--- src/rtl/clk_rst_pkg.sv ---
// Shared definitions for the clkCPU reset sequencing blocks: sequencer
// state encoding, counter width helper and default cycle constants.
package clk_rst_pkg;

  typedef enum logic [1:0] {
    WAIT_LOCK = 2'd0,
    STABLE    = 2'd1,
    HOLD      = 2'd2,
    RUN       = 2'd3
  } rstseq_state_t;

  localparam int DEF_SYNC_STAGES     = 2;
  localparam int DEF_STABLE_CYCLES   = 1024;
  localparam int DEF_HOLD_CYCLES     = 16;
  localparam int DEF_DEBOUNCE_CYCLES = 65536;
  localparam int LOSS_CNT_W          = 8;

  // Width able to hold the larger of two cycle counts without wrapping.
  function automatic int cnt_width(input int a, input int b);
    int m;
    m = (a > b) ? a : b;
    return $clog2(m + 1);
  endfunction

endpackage

--- src/rtl/clk_cpu_reset_sequencer_if.sv ---
// Reset sequencer bundle: PLL lock and button inputs, system reset/ready
// outputs and the lock-loss statistic. slave = sequencer side.
interface clk_cpu_reset_sequencer_if;
  logic                               pll_locked;
  logic                               btn_reset;
  logic                               sys_reset;
  logic                               sys_ready;
  logic [clk_rst_pkg::LOSS_CNT_W-1:0] lock_loss_count;

  modport master (
    output pll_locked, btn_reset,
    input  sys_reset, sys_ready, lock_loss_count
  );

  modport slave (
    input  pll_locked, btn_reset,
    output sys_reset, sys_ready, lock_loss_count
  );
endinterface

--- src/rtl/rst_button_debounce.sv ---
// Synchroniser plus debouncer for the raw reset button. The debounced
// level flips only after DEBOUNCE_CYCLES consecutive synchronised samples
// that disagree with it; any agreeing sample restarts the count.
module rst_button_debounce
  import clk_rst_pkg::*;
#(
  parameter int SYNC_STAGES     = DEF_SYNC_STAGES,
  parameter int DEBOUNCE_CYCLES = DEF_DEBOUNCE_CYCLES
) (
  input  logic clock,
  input  logic reset,
  input  logic btn_raw,
  output logic btn_db
);

  localparam int DB_W = cnt_width(DEBOUNCE_CYCLES, 1);
  localparam logic [DB_W-1:0] DB_LAST = DB_W'(DEBOUNCE_CYCLES - 1);

  logic [SYNC_STAGES-1:0] sync;
  logic [DB_W-1:0]        db_cnt;
  logic                   btn_s;

  assign btn_s = sync[SYNC_STAGES-1];

  // Shift the asynchronous button into the clock domain.
  always_ff @(posedge clock) begin
    if (reset) sync <= '0;
    else       sync <= {sync[SYNC_STAGES-2:0], btn_raw};
  end

  // Count disagreeing samples and flip the level once enough have been seen.
  always_ff @(posedge clock) begin
    if (reset) begin
      db_cnt <= '0;
      btn_db <= 1'b0;
    end else if (btn_s == btn_db) begin
      db_cnt <= '0;
    end else if (db_cnt == DB_LAST) begin
      db_cnt <= '0;
      btn_db <= ~btn_db;
    end else begin
      db_cnt <= db_cnt + 1'b1;
    end
  end

endmodule

--- src/rtl/clk_cpu_reset_sequencer.sv ---
// clkCPU-domain reset sequencer: holds sys_reset until PLL lock has been
// stable for STABLE_CYCLES, then HOLD_CYCLES more, and re-enters reset on
// lock loss or a debounced button press. Optional saturating lock-loss
// counter enabled by defining RSTSEQ_LOCK_LOSS_COUNT_EN.
module clk_cpu_reset_sequencer
  import clk_rst_pkg::*;
#(
  parameter int SYNC_STAGES     = DEF_SYNC_STAGES,
  parameter int STABLE_CYCLES   = DEF_STABLE_CYCLES,
  parameter int HOLD_CYCLES     = DEF_HOLD_CYCLES,
  parameter int DEBOUNCE_CYCLES = DEF_DEBOUNCE_CYCLES
) (
  input  logic                       clock,
  input  logic                       reset,
  clk_cpu_reset_sequencer_if.slave   bus
);

  localparam int CNT_W = cnt_width(STABLE_CYCLES, HOLD_CYCLES);
  localparam logic [CNT_W-1:0] STABLE_LAST = CNT_W'(STABLE_CYCLES - 1);
  localparam logic [CNT_W-1:0] HOLD_LAST   = CNT_W'(HOLD_CYCLES - 1);

  logic [SYNC_STAGES-1:0] lock_sync;
  logic                   locked_s;
  logic                   btn_db;
  rstseq_state_t          state, state_nxt;
  logic [CNT_W-1:0]       cnt, cnt_nxt;
  logic                   sys_reset_q, sys_ready_q;

  assign locked_s      = lock_sync[SYNC_STAGES-1];
  assign bus.sys_reset = sys_reset_q;
  assign bus.sys_ready = sys_ready_q;

  rst_button_debounce #(
    .SYNC_STAGES     (SYNC_STAGES),
    .DEBOUNCE_CYCLES (DEBOUNCE_CYCLES)
  ) u_btn (
    .clock   (clock),
    .reset   (reset),
    .btn_raw (bus.btn_reset),
    .btn_db  (btn_db)
  );

  // Shift the asynchronous PLL lock flag into the clock domain.
  always_ff @(posedge clock) begin
    if (reset) lock_sync <= '0;
    else       lock_sync <= {lock_sync[SYNC_STAGES-2:0], bus.pll_locked};
  end

  // Next-state logic: lock loss first, then button, then counter expiry.
  always_comb begin
    state_nxt = state;
    cnt_nxt   = cnt;
    case (state)
      WAIT_LOCK: begin
        if (locked_s) begin
          state_nxt = STABLE;
          cnt_nxt   = '0;
        end
      end
      STABLE: begin
        if (!locked_s) begin
          state_nxt = WAIT_LOCK;
          cnt_nxt   = '0;
        end else if (cnt == STABLE_LAST) begin
          state_nxt = HOLD;
          cnt_nxt   = '0;
        end else begin
          cnt_nxt = cnt + 1'b1;
        end
      end
      HOLD: begin
        if (!locked_s) begin
          state_nxt = WAIT_LOCK;
          cnt_nxt   = '0;
        end else if (btn_db) begin
          cnt_nxt = '0;
        end else if (cnt == HOLD_LAST) begin
          state_nxt = RUN;
          cnt_nxt   = '0;
        end else begin
          cnt_nxt = cnt + 1'b1;
        end
      end
      RUN: begin
        if (!locked_s) begin
          state_nxt = WAIT_LOCK;
          cnt_nxt   = '0;
        end else if (btn_db) begin
          state_nxt = HOLD;
          cnt_nxt   = '0;
        end
      end
      default: begin
        state_nxt = WAIT_LOCK;
        cnt_nxt   = '0;
      end
    endcase
  end

  // State register; outputs are registered from next-state so they move with it.
  always_ff @(posedge clock) begin
    if (reset) begin
      state       <= WAIT_LOCK;
      cnt         <= '0;
      sys_reset_q <= 1'b1;
      sys_ready_q <= 1'b0;
    end else begin
      state       <= state_nxt;
      cnt         <= cnt_nxt;
      sys_reset_q <= (state_nxt != RUN);
      sys_ready_q <= (state_nxt == RUN);
    end
  end

`ifdef RSTSEQ_LOCK_LOSS_COUNT_EN
  logic [LOSS_CNT_W-1:0] loss_cnt;

  // Count every fall back to WAIT_LOCK, sticking at all-ones.
  always_ff @(posedge clock) begin
    if (reset) begin
      loss_cnt <= '0;
    end else if ((state != WAIT_LOCK) && (state_nxt == WAIT_LOCK) && (loss_cnt != '1)) begin
      loss_cnt <= loss_cnt + 1'b1;
    end
  end

  assign bus.lock_loss_count = loss_cnt;
`else
  assign bus.lock_loss_count = '0;
`endif

endmodule

--- src/flat_wrapper.sv ---
// flat-port wrapper written by rule: the top's interface ports become plain ports
module clk_cpu_reset_sequencer_flat import clk_rst_pkg::*;
#(
  parameter int SYNC_STAGES     = DEF_SYNC_STAGES,
  parameter int STABLE_CYCLES   = DEF_STABLE_CYCLES,
  parameter int HOLD_CYCLES     = DEF_HOLD_CYCLES,
  parameter int DEBOUNCE_CYCLES = DEF_DEBOUNCE_CYCLES
)
  (clock, reset, bus_pll_locked, bus_btn_reset, bus_sys_reset, bus_sys_ready, bus_lock_loss_count);
  clk_cpu_reset_sequencer_if bus_i ();
  input  logic clock;
  input  logic reset;
  input wire logic [$bits(bus_i.pll_locked)-1:0] bus_pll_locked;
  input wire logic [$bits(bus_i.btn_reset)-1:0] bus_btn_reset;
  output wire logic [$bits(bus_i.sys_reset)-1:0] bus_sys_reset;
  output wire logic [$bits(bus_i.sys_ready)-1:0] bus_sys_ready;
  output wire logic [$bits(bus_i.lock_loss_count)-1:0] bus_lock_loss_count;
  assign bus_i.pll_locked = bus_pll_locked;
  assign bus_i.btn_reset = bus_btn_reset;
  assign bus_sys_reset = bus_i.sys_reset;
  assign bus_sys_ready = bus_i.sys_ready;
  assign bus_lock_loss_count = bus_i.lock_loss_count;
  clk_cpu_reset_sequencer #(.SYNC_STAGES(SYNC_STAGES), .STABLE_CYCLES(STABLE_CYCLES), .HOLD_CYCLES(HOLD_CYCLES), .DEBOUNCE_CYCLES(DEBOUNCE_CYCLES)) u_core (.clock(clock), .reset(reset), .bus(bus_i));
endmodule
--- config.mk ---
export PLATFORM = sky130hd
export DESIGN_NAME = clk_cpu_reset_sequencer_flat
export DESIGN_NICKNAME = d
export VERILOG_FILES = /design/src/rtl/clk_rst_pkg.sv /design/src/rtl/clk_cpu_reset_sequencer_if.sv /design/src/rtl/rst_button_debounce.sv /design/src/rtl/clk_cpu_reset_sequencer.sv /design/src/flat_wrapper.sv
export SDC_FILE = /design/constraint.sdc
export NUM_CORES = 1
export LEC_CHECK = 0
export CAP_MARGIN = 15
export CORE_MARGIN = 2
export CORE_UTILIZATION = 45
export DETAILED_ROUTE_END_ITERATION = 16
export GPL_TIMING_DRIVEN = 0
export PLACE_DENSITY = 0.69
export SYNTH_ARGS = -nofsm -noshare
export SYNTH_HDL_FRONTEND = slang
export SYNTH_SLANG_ARGS = --single-unit
export TNS_END_PERCENT = 5
--- constraint.sdc ---
create_clock -name clock -period 2.6 [get_ports clock]
set_clock_uncertainty 0.2 [all_clocks]
set_input_delay 0.26 -clock clock [delete_from_list [all_inputs] [get_ports clock]]
set_output_delay 0.26 -clock clock [all_outputs]
set_load 0.02 [all_outputs]
==> flow_summary.yaml <==
run_status:
  status: "completed"
placement:
  dpl.cell_count: 288
  portBuffers: 5
  postPlaceCellArea_um2: 2130
  dpl.hpwl_um: 2640
  place_congestion: 0.918
logic_synthesis:
  ys_types: 52
  synth_compound_area_frac: 0.163
  ys.flop_type: "dfxtp_1"
  synth_seq_cells: 37
  syn-instance-count: 224
  syn_area_per_cell_um2: 8.86
  async_flop_share: 0
  ys_seq_area_frac: 0.373
  post-synth-top-count-cell: "dfxtp_1"
  synth_xor_area_frac: 0.0618
  ys_warn_count: 0
  synth-adder-area-share: 0.0504
  synth_common_cells: "37 x dfxtp_1, 21 x nor2_1, 13 x nand2_1, 12 x inv_1, 12 x xnor2_1"
  synth_area_leaders: "dfxtp_1 37%, xnor2_1 5.3%, ha_1 5.0%, nor2_1 4.0%, buf_4 3.4%"
  synthMuxAreaShare: 0.00504
  synth_largest_area_cell: "dfxtp_1"
  synth_simple_gate_area_frac: 0.268
  synth_top_area_share: 0.373
  synth_edf_count: 0
  synth_top_family_by_area: "simple AND/OR/NAND/NOR gates"
  synth_area_um2: 1990
pwr:
  ir_worst_vdd_mv: 0.264
  p_leak_nw: 0.723
  p_per_area_nw_per_um2: 501
  p_total_mw: 1.12
cells_and_area:
  layout.nets: 254
  syn2layout_area_growth_pct: 12.5
  drive_above_1_share: 0.128
  insertedDiodeCount: 0
  fin_cells: 294
  design_area_um2: 2230
global_route:
  grt_pass1_vias: 1416
  gr-total-overflow: 0
  grt_max_degree: 12
  grt_pass1_wl_um: 6400
  antenna_found_initial: 0
  grt_use_total: 0.159
critical_path:
  cp-end-kind: "flip-flop"
  cp-start-kind: "flip-flop"
  slowest_stage: "dfxtp_1"
  cp_data_required_time_ns: 2.57
  path_common_cell: "ha_1"
  crit_path_cell_trace: "ha_1, nand3_1, nor4_2, ha_1, or3_1, clkbuf_2, nor2_1"
  path_class: "reg -> reg"
  cpPeakStageDelay_ns: 0.37
  worst-path-max-fanout: 10
  worstPathArrival_ns: 2.32
timing:
  rsz0062_at_grt: "false"
  maxSlewViolCount: 0
  hold_slack_ns: 0.239
  hold_violations: 0
  finalSetupTns_ns: 0
  finalCriticalPeriod_ns: 2.34
  clock.fmax_mhz: 427
  tightest_slew_ns: 0.568
  final-setup-viol-count: 0
  period_share: 0.902
  slew_headroom: 0.621
clock_tree:
  numCtsBuffers: 5
  root_buffer: "clkbuf_8"
  clock_path_buffers: 2
  post_cts_buffers: 0
  cts_sinks: 37
  cts_tree: "yes"
  hold_buffers: 0
  clock_latency_ns: 0.28
  cts_max_level: 2
  cts_resized: 1
  clk_transition_reported_paths_ns: 0.07
route:
  drt_pass1_iterations: 4
  dr_total_vias: 1555
  wl_um: 3650
  post-route-drc-count: 0
  routed_via_density: 5.29
  drt_first_iter_violations: 106
  wl_per_cell_um: 12.4
  drt.antenna.violating_nets: 0
min_path:
  hp-class: "reg -> reg"
floorplanning:
  initial_core_util: 0.462
  std_cell_rows: 24
  die-area_um2: 4960
  chipHeight_um: 70.4
  die_w_um: 70.4
  core_um2: 4290
  ios: 14
run:
  maxCapViolCount: 0
[cells by family after synthesis]
kind of cell | count (synthesis)
and+or+nand+nor | 93
adders and majority gates | 8
DFF | 37
buffers and inverters | 29
AOI/OAI and AO/OA | 41
xor gates and xnor gates | 14
other | 1
muxes | 1
[metrics by stage]
stage               setup slack [ns]  utilization
floorplan                      0.365            -
global placement             -0.0689        0.495
detailed placement           -0.0978        0.495
CTS                           0.0248        0.520
global route                 0.00880        0.520
finish                         0.256        0.520
[cell usage in the layout (no fill, tap or decap), drive strengths merged, types with 2 or more instances in the layout]
cell	count
o31ai	5
nand2	13
dfxtp	37
o21ai	6
nor2	21
buf	12
or3	5
nor4	7
nor3	8
and2	3
and3	2
nand4	7
inv	12
o2111ai	4
xnor2	12
a31oi	5
xor2	2
clkdlybuf4s50	5
nand2b	2
ha	8
nand3	7
nand3b	2
o211ai	3
or4	4
and4b	2
conb	8
clkbuf	9
a221oi	3
nor2b	6
a21oi	7
[metal layers]
metal  routed length, um  global-route usage
met2                1640               0.240
met3                 103              0.0390
met5                   0                   0
met1                1870               0.220
met4                  45              0.0577
[sequential cells by signal (all words and copies together) (netlist names)]
name,flops
u_core.u_btn.db_cnt,17
u_core.cnt,11
u_core.lock_sync,2
u_core.state,2
u_core.u_btn.sync,2
u_core.bus.sys_ready,1
u_core.bus.sys_reset,1
u_core.u_btn.btn_db,1
[cell type report]
cell class,count,area [um2]
fill,405,2060
multi-input combinational,165,1120
sequential,37,741
buffer,16,105
clock buffer,5,68.8
tap,52,65.1
timing repair buffer,5,50.0
inverter,12,45.0
clock inverter,2,35.0
[power breakdown]
part           leakage [nW]  total (mW)  internal, mW  switching [mW]
Clock                0.0540       0.473         0.279           0.194
Sequential            0.299       0.575         0.571         0.00381
Combinational         0.370      0.0721        0.0275          0.0446
Total                 0.723        1.12         0.877           0.243
[worst max-delay path: cells and delay by family (launching register included)]
kind / cells / cell delay (ns)
adders and majority gates: 2 / 0.41
buffers and inverters: 1 / 0.27
DFF: 1 / 0.37
and+or+nand+nor: 4 / 0.97
[path summary, 6_finish.rpt]
check / startpoint / end / slack (ns) / cells after the start
max: u_core.u_btn.db_cnt[0] / u_core.u_btn.db_cnt[12] / 0.26 / 7
min: u_core.u_btn.sync[0] / u_core.u_btn.sync[1] / 0.24 / 1
max reg2reg: u_core.u_btn.db_cnt[0] / u_core.u_btn.db_cnt[12] / 0.26 / 7
min reg2reg: u_core.u_btn.sync[0] / u_core.u_btn.sync[1] / 0.24 / 1
(Power assumes the default switching activity.)
